$ cat config.mk
export PLATFORM = sky130hd
export DESIGN_NAME = madd
export DESIGN_NICKNAME = d
export VERILOG_FILES = /design/src/rtl/madd.sv
export SDC_FILE = /design/constraint.sdc
export NUM_CORES = 1
export LEC_CHECK = 0
export BUFFER_PORTS_ARGS = -buffer_cell sky130_fd_sc_hd__buf_2
export CAP_MARGIN = 20
export CORE_MARGIN = 5
export CORE_UTILIZATION = 39
export CTS_CLUSTER_DIAMETER = 120
export CTS_CLUSTER_SIZE = 30
export DETAILED_ROUTE_END_ITERATION = 6
export PLACE_DENSITY = 0.54
export SYNTH_ARGS = -nofsm -noshare
export SYNTH_HDL_FRONTEND = slang
export SYNTH_SLANG_ARGS = --single-unit
$ cat constraint.sdc
create_clock -name CLK -period 21 [get_ports CLK]
set_clock_uncertainty 0.1 [all_clocks]
set_input_delay 1.05 -clock CLK [delete_from_list [all_inputs] [get_ports CLK]]
set_output_delay 1.05 -clock CLK [all_outputs]
set_load 0.02 [all_outputs]
$ cat src/rtl/madd.sv
// 32-bit signed multiply-add Z = (rA*rB + C) mod 2^32. A/B are registered and C is added
// combinationally. Radix-4 Booth rows and C reduce through a 3:2 CSA tree into one final adder.
module madd (
    input  logic        CLK,
    input  logic        RST_N,
    input  logic [31:0] A,
    input  logic [31:0] B,
    input  logic [31:0] C,
    output logic [31:0] Z
);

    localparam int N_PP     = 16;
    localparam int N_ROWS   = N_PP + 2;   // Booth rows, addend C, negation carry-ins
    localparam int N_LEVELS = 6;          // 18 -> 12 -> 8 -> 6 -> 4 -> 3 -> 2

    function automatic int level_rows(input int lvl);
        int n;
        n = N_ROWS;
        for (int l = 0; l < lvl; l++) n = (n / 3) * 2 + (n % 3);
        return n;
    endfunction

    logic [31:0] ra, rb;
    logic [31:0] neg_bits;
    logic [31:0] tree [N_LEVELS+1][N_ROWS];

    // NOTE: registers take non-blocking assignments so every flop samples pre-edge values.
    always_ff @(posedge CLK or negedge RST_N) begin
        if (!RST_N) begin
            ra <= '0;
            rb <= '0;
        end else begin
            ra <= A;
            rb <= B;
        end
    end

    for (genvar i = 0; i < N_PP; i++) begin : g_booth
        logic [2:0]  code;
        logic [31:0] mag;
        logic        neg;

        if (i == 0) begin : g_lsb
            assign code = {rb[1:0], 1'b0};
        end else begin : g_mid
            assign code = rb[2*i+1:2*i-1];
        end

        // NOTE: defaults come first so no path through the case leaves a latch behind.
        always_comb begin
            mag = '0;
            neg = 1'b0;
            case (code)
                3'b001, 3'b010: mag = ra;
                3'b011:         mag = {ra[30:0], 1'b0};
                3'b100: begin
                    mag = {ra[30:0], 1'b0};
                    neg = 1'b1;
                end
                3'b101, 3'b110: begin
                    mag = ra;
                    neg = 1'b1;
                end
                default: ;
            endcase
        end

        // Negative rows are inverted here; the +1 lands at bit 2i through neg_bits.
        assign tree[0][i]        = (neg ? ~mag : mag) << (2 * i);
        assign neg_bits[2*i]     = neg;
        assign neg_bits[2*i+1]   = 1'b0;
    end

    assign tree[0][N_PP]     = C;
    assign tree[0][N_PP + 1] = neg_bits;

    for (genvar l = 0; l < N_LEVELS; l++) begin : g_level
        localparam int N_IN  = level_rows(l);
        localparam int N_GRP = N_IN / 3;
        localparam int N_OUT = level_rows(l + 1);

        for (genvar g = 0; g < N_GRP; g++) begin : g_csa
            logic [31:0] x, y, w;
            assign x = tree[l][3*g];
            assign y = tree[l][3*g+1];
            assign w = tree[l][3*g+2];
            assign tree[l+1][2*g]   = x ^ y ^ w;
            assign tree[l+1][2*g+1] = {(x[30:0] & y[30:0]) | (x[30:0] & w[30:0]) |
                                       (y[30:0] & w[30:0]), 1'b0};
        end

        for (genvar p = 0; p < N_IN - 3 * N_GRP; p++) begin : g_pass
            assign tree[l+1][2*N_GRP+p] = tree[l][3*N_GRP+p];
        end

        for (genvar u = N_OUT; u < N_ROWS; u++) begin : g_unused
            assign tree[l+1][u] = '0;
        end
    end

    assign Z = tree[N_LEVELS][0] + tree[N_LEVELS][1];

endmodule

==> metrics.md <==
| Metric | Value |
|---|---|
| Initial drt markers | about 1200 |
| Final Setup Violations | 0 |
| Asr flop ratio synth | 100% |
| Vias in the first global route | ~14000 |
| Mapped Cells | roughly 2000 |
| DRC viols | 0 |
| Post-synth EDFFs | 0 |
| CTS Sinks | 64 |
| GR Util All Layers | a little under a quarter |
| Synth unique cells | 57 |
| Data arrival time of the worst path | approximately 8400 ps |
| Core area | between 40000 and 50000 um^2 |
| Yosys warns | 0 |
| Syn Nets | around 2500 |
| H-tree depth | 3 |
| Max-cap violations | 0 |
| Kind of critical path | flop to output port |
| RSZ-0062 raised after global routing | false |
| FMAX | 105 MHz |
| Antenna-violating nets left | 0 |
| Initial core utilization | 39.6% |
| IO Count | 130 |
| Ant. Diodes | 0 |
| First-pass GRT wire length | 84800 um |
| Layout cells sized above 1 | between 10% and 20% |
| Nets | 2500 |
| Die Y | ~220 um |
| Num rows | 76 |
| Commonest non-fill, non-tap cell in the layout | inv_1 |
| Sequential share of the synthesized area | 9.33% |
| Avg Synthesized Cell Area | 8.40 um^2 |
| WL final | about 55000 um |
| CP max FO | 24 |
| Clk slew on worst S/H paths | roughly 70 ps |
| Critical Path Sink Type | output port |
| WL per Instance | slightly above 20 um |
| Largest net degree at the start of global routing | 66 |
| Min Tclk post-route | 9500 ps |
| Routed vias | approximately 14000 |
| Drt via density | 5.39 |
| CTS tree | built |
| Setup Buffers After CTS | 0 |
| DIE WIDTH | between 200 and 250 um |
| Max_slew headroom | between 20% and 30% |
| Drt first pass iters | 7 |
| Slew Limit Fails | 0 |
| Number of antenna violations at the first check in global routing | 0 |
| Cell area after synthesis | about 17000 um^2 |
| Die ar. | between 40000 and 50000 um^2 |
| Period Utilization, post-route | between 40% and 50% |
| HP Class | input pin to flop |
| Required time worst endpoint | ~20000 ps |
| Clock root buffer | clkbuf_16 |
| DP Wirelength | around 42000 um |
| Gpl congestion | slightly below 0.9 |
| Final hold violations | 0 |
| Startpoint Class | flop |
| Grt total ovfl | 0 |
| # hold bufs at CTS | 0 |
| Commonest non-fill, non-tap cells in the layout | inv_1 (271), nor2_1 (242), fa_1 (227), xnor2_1 (187), xor2_1 (133) |
| # port buffers | ~130 |
| Clock Path Buffers | 2 |
| CTS Buf Count | 9 |
| Outcome | finished clean |
| Synth Flop Type | dfrtp_1 |
| Number of synthesized register bits | 64 |
| Post-CTS Resized | 0 |
| Area delta synth->final | 7.96% |
| Actual transition at the worst max-transition pin | approximately 1100 ps |
| Final TNS setup | 0 ps |
==> cells in the mapped netlist, drive strengths merged, types with 2 or more instances <==
cell type / count / share of area [%]
xnor2: 190 / 9.7
a22oi: 69 / 3.0
nand2b: 8 / 0.29
or4: 2 / 0.087
ha: 129 / 9.4
dfrtp: 64 / 9.3
nor2b: 11 / 0.40
buf: 52 / 1.4
xor2: 136 / 7.0
fa: 227 / 26
nor3: 8 / 0.23
nor2: 243 / 5.3
o21ai: 105 / 3.1
nand4: 2 / 0.073
o221ai: 31 / 1.6
nor3b: 6 / 0.26
and2: 3 / 0.11
a21o: 14 / 0.61
clkbuf: 130 / 2.8
a221oi: 36 / 1.8
xnor3: 5 / 0.66
or3b: 3 / 0.15
a41oi: 2 / 0.10
a21oi: 76 / 2.2
or3: 2 / 0.073
a211oi: 87 / 3.8
inv: 272 / 5.9
and3b: 2 / 0.10
and3: 2 / 0.073
a21boi: 14 / 0.76
nand2: 82 / 1.8
o21a: 4 / 0.17
o31ai: 2 / 0.087
nand3: 8 / 0.23
a31oi: 4 / 0.15
==> sequential cells by signal (all words and copies together) (netlist names) <==
signal,count
ra,32
rb,32
==> area by class of cell <==
class | count | area [um^2]
fill | 4380 | 24800
multi-input combinational | 1526 | 13900
sequential | 64 | 1610
inverter | 272 | 1020
timing repair buffer | 173 | 978
tap | 585 | 732
clock buffer | 10 | 239
clock inverter | 6 | 90.1
==> per-layer routing <==
layer	GRT usage, %	vias to the layer above	part of all wire, %
met5	0	-	0
met4	6.74	0	2.8
met3	3.68	68	6.6
met2	36.3	528	46
met1	32.5	6950	45
li1	-	6669	-
==> worst max-delay path: stages, from the launching register on <==
cell and delay [ps]:
dfrtp_1 1040, nand2_1 250, nor2_1 840, a211oi_1 250, fa_1 620, fa_1 450, fa_1 560, fa_1 430
fa_1 460, fa_1 490, inv_1 50, ha_1 350, a21o_1 180, a21oi_1 180, o21ai_1 150, or4_1 430
a31oi_1 300, a21oi_1 160, or4_1 520, nand3_1 90, buf_2 170
==> metrics by stage <==
stage / cells / hold WS [ps] / instance area, um^2 / setup slack [ps] / util, %
final: 2636 / 679 / 18500 / 11500 / 42.8
after global routing: 2636 / 666 / 18500 / 11040 / 42.8
after CTS: 2636 / 658 / 18500 / 11480 / 42.8
after detailed placement: 2620 / 1060 / 18200 / 11920 / 42.0
after global placement: 2619 / 1060 / 18200 / 12000 / 42.0
after floorplan: 2044 / 654 / 17200 / 13020 / -
==> path summary, 6_finish.rpt <==
path / slack, ps / from / to / cells after the start
setup / recovery: 11500 / rb[15] / Z[30] / 20
max in group asynchronous: 19460 / RST_N / rb[3] / 1
hold / removal: 680 / B[7] / rb[7] / 1
min in group asynchronous: 700 / RST_N / ra[19] / 1
==> cell families after synthesis <==
| kind of cell | Yosys count | share of synthesized area [%] |
|---|---|---|
| adders and majority gates | 356 | 35.9 |
| buffers and inverters | 454 | 10.1 |
| AOI/OAI and AO/OA | 452 | 17.8 |
| xor gates and xnor gates | 331 | 17.4 |
| and+or+nand+nor | 386 | 9.39 |
| DFF | 64 | 9.33 |
| muxes | 1 | 0.0656 |
Power is not shown: default switching activity piles up to over one toggle a cycle in this logic, so the estimate is an artifact.
